[src/rtl/clk_div_cfg_if.sv]
// ============================================================================
// clk_div_cfg_if : divisor-update request bus and divider feedback/control
// Rev 1.0
// ============================================================================
`default_nettype none

interface clk_div_cfg_if;
  logic        i_wr_valid;
  logic [15:0] i_wr_divisor;
  logic        o_wr_ready;
  logic        i_ramp_en;
  logic        i_div_clk;
  logic [15:0] o_divisor;
  logic        o_busy;
  logic        o_err;

  modport slave (
    input  i_wr_valid, i_wr_divisor, i_ramp_en, i_div_clk,
    output o_wr_ready, o_divisor, o_busy, o_err
  );

  modport master (
    output i_wr_valid, i_wr_divisor, i_ramp_en, i_div_clk,
    input  o_wr_ready, o_divisor, o_busy, o_err
  );
endinterface

`default_nettype wire

[src/rtl/clk_div_cfg.sv]
// ============================================================================
// clk_div_cfg : glitch-safe divisor updater for an even clock divider
// Rev 1.0
// ============================================================================
`default_nettype none

module clk_div_cfg #(
  parameter logic [15:0] RESET_DIV = 16'd4,
  parameter logic [15:0] MAX_DIV   = 16'd1024,
  parameter logic [15:0] RAMP_STEP = 16'd2,
  parameter logic [17:0] TIMEOUT   = 18'd2052
) (
  input  logic          i_clk,
  input  logic          i_rst,
  clk_div_cfg_if.slave  bus
);

  typedef enum logic [1:0] {
    IDLE      = 2'd0,
    WAIT_EDGE = 2'd1,
    RAMP      = 2'd2
  } state_t;

  localparam logic [17:0] C_TMO_LAST = TIMEOUT - 18'd1;

  state_t      state_q,   state_d;
  logic [15:0] divisor_q, divisor_d;
  logic [15:0] target_q,  target_d;
  logic        ramp_q,    ramp_d;
  logic        prev_q,    prev_d;
  logic [17:0] tmo_q,     tmo_d;
  logic        err_q,     err_d;

  logic        w_fall;
  logic [16:0] w_up_sum;
  logic [16:0] w_dn_lim;
  logic [15:0] w_step_val;
  logic [15:0] w_upd_val;

  assign w_fall = prev_q && !bus.i_div_clk;

  // One ramp step toward the target; 17-bit sums make the clamp wrap-free.
  always_comb begin
    w_up_sum   = {1'b0, divisor_q} + {1'b0, RAMP_STEP};
    w_dn_lim   = {1'b0, target_q}  + {1'b0, RAMP_STEP};
    w_step_val = target_q;
    if (target_q > divisor_q) begin
      if (w_up_sum < {1'b0, target_q}) begin
        w_step_val = w_up_sum[15:0];
      end
    end else begin
      if ({1'b0, divisor_q} > w_dn_lim) begin
        w_step_val = divisor_q - RAMP_STEP;
      end
    end
    if (!ramp_q || divisor_q == 16'd0 || target_q == 16'd0) begin
      w_upd_val = target_q;
    end else begin
      w_upd_val = w_step_val;
    end
  end

  always_comb begin
    state_d   = state_q;
    divisor_d = divisor_q;
    target_d  = target_q;
    ramp_d    = ramp_q;
    prev_d    = bus.i_div_clk;
    tmo_d     = tmo_q;
    err_d     = 1'b0;
    unique case (state_q)
      IDLE: begin
        if (bus.i_wr_valid) begin
          if (bus.i_wr_divisor > MAX_DIV) begin
            err_d = 1'b1;
          end else if (bus.i_wr_divisor != divisor_q) begin
            target_d = bus.i_wr_divisor;
            ramp_d   = bus.i_ramp_en;
            // In bypass the divider has no edges to wait for.
            if (divisor_q == 16'd0) begin
              divisor_d = bus.i_wr_divisor;
            end else begin
              state_d = WAIT_EDGE;
              tmo_d   = 18'd0;
            end
          end
        end
      end
      WAIT_EDGE: begin
        tmo_d = tmo_q + 18'd1;
        if (w_fall || tmo_q == C_TMO_LAST) begin
          divisor_d = w_upd_val;
          state_d   = (w_upd_val == target_q) ? IDLE : RAMP;
        end
      end
      RAMP: begin
        state_d = WAIT_EDGE;
        tmo_d   = 18'd0;
      end
      default: begin
        state_d = IDLE;
      end
    endcase
  end

  always_ff @(posedge i_clk or negedge i_rst) begin
    if (!i_rst) begin
      state_q   <= IDLE;
      divisor_q <= RESET_DIV;
      target_q  <= RESET_DIV;
      ramp_q    <= 1'b0;
      prev_q    <= 1'b0;
      tmo_q     <= 18'd0;
      err_q     <= 1'b0;
    end else begin
      state_q   <= state_d;
      divisor_q <= divisor_d;
      target_q  <= target_d;
      ramp_q    <= ramp_d;
      prev_q    <= prev_d;
      tmo_q     <= tmo_d;
      err_q     <= err_d;
    end
  end

  assign bus.o_wr_ready = (state_q == IDLE);
  assign bus.o_busy     = (state_q != IDLE);
  assign bus.o_divisor  = divisor_q;
  assign bus.o_err      = err_q;

endmodule

`default_nettype wire
[src/flat_wrapper.sv]
// flat-port wrapper written by rule: the top's interface ports become plain ports
module clk_div_cfg_flat 
#(
  parameter logic [15:0] RESET_DIV = 16'd4,
  parameter logic [15:0] MAX_DIV   = 16'd1024,
  parameter logic [15:0] RAMP_STEP = 16'd2,
  parameter logic [17:0] TIMEOUT   = 18'd2052
)
  (i_clk, i_rst, bus_i_wr_valid, bus_i_wr_divisor, bus_i_ramp_en, bus_i_div_clk, bus_o_wr_ready, bus_o_divisor, bus_o_busy, bus_o_err);
  clk_div_cfg_if bus_i ();
  input  logic i_clk;
  input  logic i_rst;
  input wire logic [$bits(bus_i.i_wr_valid)-1:0] bus_i_wr_valid;
  input wire logic [$bits(bus_i.i_wr_divisor)-1:0] bus_i_wr_divisor;
  input wire logic [$bits(bus_i.i_ramp_en)-1:0] bus_i_ramp_en;
  input wire logic [$bits(bus_i.i_div_clk)-1:0] bus_i_div_clk;
  output wire logic [$bits(bus_i.o_wr_ready)-1:0] bus_o_wr_ready;
  output wire logic [$bits(bus_i.o_divisor)-1:0] bus_o_divisor;
  output wire logic [$bits(bus_i.o_busy)-1:0] bus_o_busy;
  output wire logic [$bits(bus_i.o_err)-1:0] bus_o_err;
  assign bus_i.i_wr_valid = bus_i_wr_valid;
  assign bus_i.i_wr_divisor = bus_i_wr_divisor;
  assign bus_i.i_ramp_en = bus_i_ramp_en;
  assign bus_i.i_div_clk = bus_i_div_clk;
  assign bus_o_wr_ready = bus_i.o_wr_ready;
  assign bus_o_divisor = bus_i.o_divisor;
  assign bus_o_busy = bus_i.o_busy;
  assign bus_o_err = bus_i.o_err;
  clk_div_cfg #(.RESET_DIV(RESET_DIV), .MAX_DIV(MAX_DIV), .RAMP_STEP(RAMP_STEP), .TIMEOUT(TIMEOUT)) u_core (.i_clk(i_clk), .i_rst(i_rst), .bus(bus_i));
endmodule
[config.mk]
export PLATFORM = sky130hd
export DESIGN_NAME = clk_div_cfg_flat
export DESIGN_NICKNAME = d
export VERILOG_FILES = /design/src/rtl/clk_div_cfg_if.sv /design/src/rtl/clk_div_cfg.sv /design/src/flat_wrapper.sv
export SDC_FILE = /design/constraint.sdc
export NUM_CORES = 1
export LEC_CHECK = 0
export BUFFER_PORTS_ARGS = -buffer_cell sky130_fd_sc_hd__buf_2
export CORE_MARGIN = 4
export CORE_UTILIZATION = 45
export DETAILED_ROUTE_END_ITERATION = 10
export SLEW_MARGIN = 10
export SYNTH_ARGS = -nofsm -noshare
export SYNTH_HDL_FRONTEND = slang
export SYNTH_SLANG_ARGS = --single-unit
[constraint.sdc]
create_clock -name i_clk -period 3.51 [get_ports i_clk]
set_input_delay 0.702 -clock i_clk [delete_from_list [all_inputs] [get_ports i_clk]]
set_output_delay 0.702 -clock i_clk [all_outputs]
set_load 0.01 [all_outputs]
==> metrics.md, run 1 <==
| Metric | Value |
|---|---|
| Highest-delay cell along the critical path | `dfstp_2` |
| Crit path max-delay family | `simple AND/OR/NAND/NOR gates` |
| Detailed placer's ending HPWL | `~18000 um` |
| Placed Cells | `between 1k and 1.5k` |
| Worst Path Arrival | `4060 ps` |
| First-pass iteration count of the detailed router | `6` |
| CP endpoint kind | `flip-flop` |
| Die width | `between 100 and 150 um` |
| DP Area | `between 6000 and 7000 um^2` |
| Status | `finished with violations` |
| Part of the cycle the worst path needs | `110%` |
| Ys Warns | `0` |
| Vias in the first global route | `6263` |
| Worst-path maximum fanout | `5` |
| Buf/Inv on CP | `4` |
| Cts bufs inserted | `5` |
| All-Layer GR Usage | `about a third` |
| Final setup fails | `16` |
| Main flop type after synthesis | `dfrtp_1` |
| Routing usage on met1 | `42.9%` |
| Core area | `~12000 um^2` |
| Tightest Hold Check Type | `input pin to asynchronous set/reset pin` |
| EDFF count, synth | `0` |
| GRT Residual Overflow | `0` |
| Met2 Use GR | `around half` |
| R2R Path End | `u_core.state_q[1]` |
| FILL cells | `1072` |
| Final Power | `7.40 mW` |
| Worst Clk Skew | `8.51 ps` |
| Failing checks | `negative setup slack` |
| Worst Path Required | `between 3000 and 4000 ps` |
| Relative max-transition margin | `just over 50%` |
| ANT nets after route | `0` |
| CP max stage delay | `between 500 and 600 ps` |
| I/O Buffers | `39` |
| Critical R2R Launch | `u_core.bus.o_divisor[2]` |
| Synth area leader | `dfrtp_1` |
| Final net count | `941` |
| Row cnt | `40` |
| DIE HEIGHT | `120 um` |
| Top post-synthesis cells by area | `dfrtp_1 24%, ha_1 12%, xnor2_1 8.9%, nand2_1 5.1%, o21ai_0 4.4%` |
| Critical Path Source Type | `flip-flop` |
| Final hold violation count | `0` |
| Worst r2r path cells | `18` |
| Iteration-0 DRC Markers | `655` |
| Leakage power | `3.45 nW` |
| Placer Congestion | `~1.0` |
| Worst-path cell chain | `ha_4 > nand4_1 > buf_4 > nor4_4 > xnor2_2 > ha_1 > nand3_4 > buf_6 > nor3_4 > a2111oi_4 > and4_4 > buf_6 > and2_4 > buf_6 > mux2i_1 > nor2_1 > o41a_1 > o41a_1` |
| Max cap viols | `0` |
| Flops & latches, synth | `55` |
| Sink Count | `55` |
| First-pass GRT wire length | `approximately 35000 um` |
| Largest net degree at the start of global routing | `28` |
| Clk_lat worst skew | `between 300 and 400 ps` |
| Root Driver | `clkbuf_16` |
| Initial core utilization | `a little under half` |
| Setup ws final | `-367 ps` |
| Layout cell share with drive strength beyond 1 | `30.6%` |
| Cell count after synthesis | `712` |
| Vias per std cell | `6.21` |
| Async set or reset register ratio after synthesis | `100%` |
| Io pins | `40` |
| Setup CP Type | `flip-flop to flip-flop` |
| Synthesized Nets | `788` |
| Yosys top cell area share | `23.6%` |
| Peak supply drop | `just over 400 uV` |
| Die Area | `14400 um^2` |
| RSZ-0062 raised after global routing | `true` |
| R2R setup slack | `-370 ps` |
| Routed WL | `approximately 23000 um` |
| Mapped Area | `5630 um^2` |
| CTS tree | `yes` |
| Worst Tran Pin Value | `721 ps` |
| PD cells | `approximately 970 nW/um^2` |
| Initial antenna violation count | `0` |
| Slew Viols, Final | `0` |
| Layout Area Growth over Synthesis | `35.5%` |
| Clock Path Buffers | `2` |
| Syn avg cell area | `7.90 um^2` |
| Most used routing layer | `met2` |
| CTS H-tree lvls | `2` |
| Sequential area share after synthesis | `24.5%` |
| Routed len/inst | `approximately 22 um` |
| GR Util met3 | `under 10%` |
| Post-synth cell types | `between 60 and 70` |
| Total number of vias | `around 6.4k` |
| Residual DRC | `0` |
| Design Area, Final | `approximately 7600 um^2` |
| CP most frequent cell | `buf_6` |
| Final Non-Filler Cells | `1034` |
| Period minus WS final | `3880 ps` |
| Reg clk slew, reported paths | `70 ps` |
| Highest Clock Rate | `between 200 and 300 MHz` |
| Ant diodes | `0` |
[state kept, by name, indices dropped and copies added, names as in the netlist]
| register | flops |
|---|---|
| u_core.tmo_q | 18 |
| u_core.bus.o_divisor | 16 |
| u_core.target_q | 16 |
| u_core.state_q | 2 |
| u_core.bus.o_err | 1 |
| u_core.prev_q | 1 |
| u_core.ramp_q | 1 |
[cell families (layout without fill, tap and decap cells)]
| group | after synthesis | count (layout) | synth area share (%) |
|---|---|---|---|
| AO/OA/AOI/OAI | 194 | 194 | 22.7 |
| XOR/XNOR | 60 | 60 | 9.34 |
| adder cells (fa/ha/maj) | 55 | 55 | 12.2 |
| buffers and inverters | 89 | 243 | 6.27 |
| flip-flops | 55 | 55 | 24.5 |
| multiplexers | 18 | 18 | 3.31 |
| AND/OR/NAND/NOR | 241 | 241 | 21.6 |
[metrics by stage]
step / utilization (%) / hold WS [ps] / setup slack (ps) / setup TNS, ps
finish: 62.9 / 303 / -367 / -2700
global route: 62.9 / 313 / -524 / -5470
CTS: 60.9 / 310 / -291 / -2050
global placement: 57.3 / 486 / -727 / -8090
floorplan: - / 406 / -35.3 / -66.5
detailed placement: 57.3 / 514 / -785 / -9420
[power by group]
part           internal, mW  switching [mW]  total, mW
combinational          2.56            3.24       5.80
clock                 0.341           0.256      0.597
sequential            0.819           0.181       1.00
total                  3.72            3.68       7.40
[layer usage]
layer | wire length, um | vias up
li1 | - | 2917
met1 | 9670 | 3058
met2 | 10000 | 361
met3 | 2490 | 89
met4 | 985 | 0
met5 | 0 | -
[worst max-delay path by stage]
| stage | startpoint | end | slack, ps | depth (start not counted) |
|---|---|---|---|---|
| 6_report | u_core.bus.o_divisor[2] | u_core.state_q[1] | -370 | 18 |
| 5_1_grt | u_core.bus.o_divisor[2] | u_core.state_q[1] | -520 | 18 |
| 4_1_cts | u_core.bus.o_divisor[2] | u_core.state_q[1] | -290 | 17 |
| 3_5_place_dp | u_core.target_q[2] | u_core.state_q[1] | -780 | 15 |
| 3_3_place_gp | u_core.target_q[1] | u_core.state_q[1] | -730 | 14 |
| 2_1_floorplan | u_core.target_q[2] | u_core.bus.o_divisor[6] | -40 | 16 |
[repair_timing]
action                                  4_1_cts  5_1_grt
pin swaps                                    24       33
endpoints found under the setup margin       17       17
gates resized for setup                      49       41
hold buffers                                  0        0
setup buffers                                11        8
[final cells by class]
class | instances | area [um^2] | share of cell area (%)
Clock inverter | 2 | 38.8 | 0.509
Multi-Input combinational cell | 568 | 4300 | 56.4
Clock buffer | 6 | 129 | 1.69
Tap cell | 168 | 210 | 2.76
Sequential cell | 55 | 1380 | 18.1
Timing Repair Buffer | 189 | 1400 | 18.3
Inverter | 46 | 173 | 2.27
[synth_stat cells (all sizes together) (2+ instances only)]
library cell and n:
o211ai 7, xnor2 57, or3 2, nand3 27
o21a 3, inv 45, a21o 5, nand2b 3
and3 11, ha 55, nand2 77, a41o 4
a211oi 4, nor2 37, and2 3, a2111oi 2
dfstp 2, o41a 2, dfrtp 53, mux2 5
o22ai 11, nor4 18, o221ai 10, or4 5
o22a 2, or2 2, nor3 29, mux2i 13
nand4 18, o41ai 4, o31ai 3, a31oi 7
xor2 3, clkbuf 35, buf 8, a22o 8
o21ai 56, a22oi 15, a21oi 38, a2bb2oi 2
a221o 2, and4 3
[cells in the final DEF (no fill, tap or decap), types with 9 or more instances in the layout]
cell type and instances:
buf_4 135, nand2_1 75, xnor2_1 55, dfrtp_1 53
ha_1 52, inv_1 44, buf_2 39, o21ai_0 36
a21oi_1 35, nor2_1 33, nand3_1 24, nor3_1 22
o21ai_1 19, nand4_1 18, buf_6 13, mux2i_1 12
nor4_1 11, and3_1 10, o22ai_1 9
(Power assumes the default switching activity.)
==> run 2: changes to the inputs <==
--- a/config.mk
+++ b/config.mk
@@ -9,6 +9,7 @@
 export CORE_MARGIN = 4
 export CORE_UTILIZATION = 45
 export DETAILED_ROUTE_END_ITERATION = 10
+export REMOVE_ABC_BUFFERS = 1
 export SLEW_MARGIN = 10
 export SYNTH_ARGS = -nofsm -noshare
 export SYNTH_HDL_FRONTEND = slang
==> metrics.md, run 2 (synthesized netlist as in run 1, its figures left out) <==
| Metric | Value |
|---|---|
| Status | `finished with violations` |
| Failing checks | `negative setup slack` |
| Final setup fails | `17` |
| Final hold violation count | `0` |
| Final net count | `about 950` |
| First-pass iteration count of the detailed router | `5` |
| Fin util | `63.1%` |
| Clk_lat worst skew | `~320 ps` |
| CTS H-tree lvls | `2` |
| Io pins | `40` |
| DIE HEIGHT | `approximately 120 um` |
| Die width | `roughly 120 um` |
| Detailed placer's ending HPWL | `17400 um` |
| All-Layer GR Usage | `roughly 31%` |
| Row cnt | `40` |
| I/O Buffers | `39` |
| Die Area | `around 14000 um^2` |
| Design Area, Final | `roughly 7600 um^2` |
| ANT nets after route | `0` |
| Highest Clock Rate | `between 200 and 300 MHz` |
| RSZ-0062 raised after global routing | `true` |
| Initial antenna violation count | `0` |
| Most common cell after layout, fill and taps aside | `buf_4` |
| Number of flip-flops in the largest register | `18` |
| PD cells | `963 nW/um^2` |
| Worst Path Arrival | `between 3000 and 4000 ps` |
| Fin Setup TNS | `-1840 ps` |
| Area of the multi-input gates | `~4300 um^2` |
| Total number of vias | `about 6.4k` |
| Part of the cycle the worst path needs | `107%` |
| Routed WL | `~23000 um` |
| Placer Congestion | `1.06` |
| Tightest Hold Check Type | `input pin to asynchronous set/reset pin` |
| Vias in the first global route | `between 6k and 7k` |
| Period minus WS final | `3760 ps` |
| Clock Path Buffers | `2` |
| Peak supply drop | `586 uV` |
| Setup ws final | `-253 ps` |
| DP Area | `about 6900 um^2` |
| Quantity of hold-fixing buffers added after cts | `0` |
| GRT Residual Overflow | `0` |
| CTS tree | `yes` |
| Cts bufs inserted | `5` |
| Placed Cells | `approximately 1k` |
| Worst Tran Pin Value | `between 600 and 700 ps` |
| Reg clk slew, reported paths | `about 90 ps` |
| Worst Path Required | `approximately 3700 ps` |
| Routed len/inst | `21.7 um` |
| Vias per std cell | `between 6 and 7` |
| Layout cell share with drive strength beyond 1 | `31.0%` |
| Critical Path Source Type | `flip-flop` |
| Worst-path maximum fanout | `4` |
| Slew Viols, Final | `0` |
| Largest reg by FF count | `u_core.tmo_q` |
| CP endpoint kind | `flip-flop` |
| Max cap viols | `0` |
| Reg area | `1380 um^2` |
| Setup CP Type | `flip-flop to flip-flop` |
| Relative max-transition margin | `between 50% and 60%` |
| Core area | `around 12000 um^2` |
| Sink Count | `55` |
| Ant diodes | `0` |
| Residual DRC | `0` |
| Initial core utilization | `between 40 and 50%` |
| Worst Clk Skew | `8.19 ps` |
| Leakage power | `roughly 3.4 nW` |
| Commonest cells after routing, fill and taps aside | `131 x buf_4, 75 x nand2_1, 56 x xnor2_1` |
| First-pass GRT wire length | `approximately 35000 um` |
| Iteration-0 DRC Markers | `659` |
| Largest net degree at the start of global routing | `29` |
| Final Non-Filler Cells | `between 1k and 1.5k` |
| Final hold slack | `~400 ps` |
| Layout Area Growth over Synthesis | `35.8%` |
| FILL cells | `between 1k and 1.5k` |
| Root Driver | `clkbuf_16` |
run 2: cell count changes in the layout (fill, tap and decap cells not counted), moves of 3 or more:
cell	change
buf_6	+7
buf_4	-4
mux2_2	+3
mux2_4	-3
run 2: layer usage:
layer	global-route usage, %	wire [um]	vias up
li1	-	-	2946
met1	43.4	9770	3063
met2	47.7	9990	305
met3	6.50	1920	61
met4	11.2	844	0
met5	0	0	-
run 2: where the power goes:
group	switching (mW)	leakage (nW)	internal (mW)
registers	0.183	0.653	0.819
logic	3.18	2.71	2.60
clock network	0.302	0.0782	0.280
run 2: critical path: stages, from the launching register on:
cell	delay (ps)
dfstp_2	570
ha_4	140
nand4_1	100
buf_6	160
buf_4	130
nor3_4	110
xnor2_1	100
ha_1	310
nand4_1	140
nor4_2	300
o21ai_1	140
and4_4	230
and2_4	160
buf_6	110
a22oi_2	160
nor2_1	50
o41a_1	410
o41a_1	310
run 2: final cells by class:
| class | count | area share (%) |
|---|---|---|
| multi-input combinational | 568 | 55.7 |
| clock inverter | 3 | 0.409 |
| timing repair buffer | 193 | 19.2 |
| inverter | 46 | 2.26 |
| clock buffer | 5 | 1.64 |
| tap | 168 | 2.75 |
| sequential | 55 | 18.0 |
run 2: path summary, 6_finish.rpt:
kind	startpoint	endpoint	slack (ps)	cells after the start
max	u_core.bus.o_divisor[2]	u_core.state_q[1]	-250	17
min	i_rst	u_core.bus.o_divisor[13]	400	1
max reg2reg	u_core.bus.o_divisor[2]	u_core.state_q[1]	-250	17
min reg2reg	u_core.tmo_q[1]	u_core.tmo_q[1]	510	2
max in group asynchronous	i_rst	u_core.bus.o_divisor[2]	2340	2
min in group i_clk	bus_i_div_clk	u_core.prev_q	500	1
run 2: timing repair:
item,4_1_cts,5_1_grt
setup endpoints to repair,17,17
buffers inserted,11,7
gates resized for setup,62,45
pin swaps,27,26
run 2: metrics by stage:
step	worst slack, ps	power (mW)
after floorplan	-474	3.76
after global routing	-440	7.86
after detailed placement	-617	5.96
final	-253	7.36
after global placement	-492	5.87
after CTS	-185	6.93
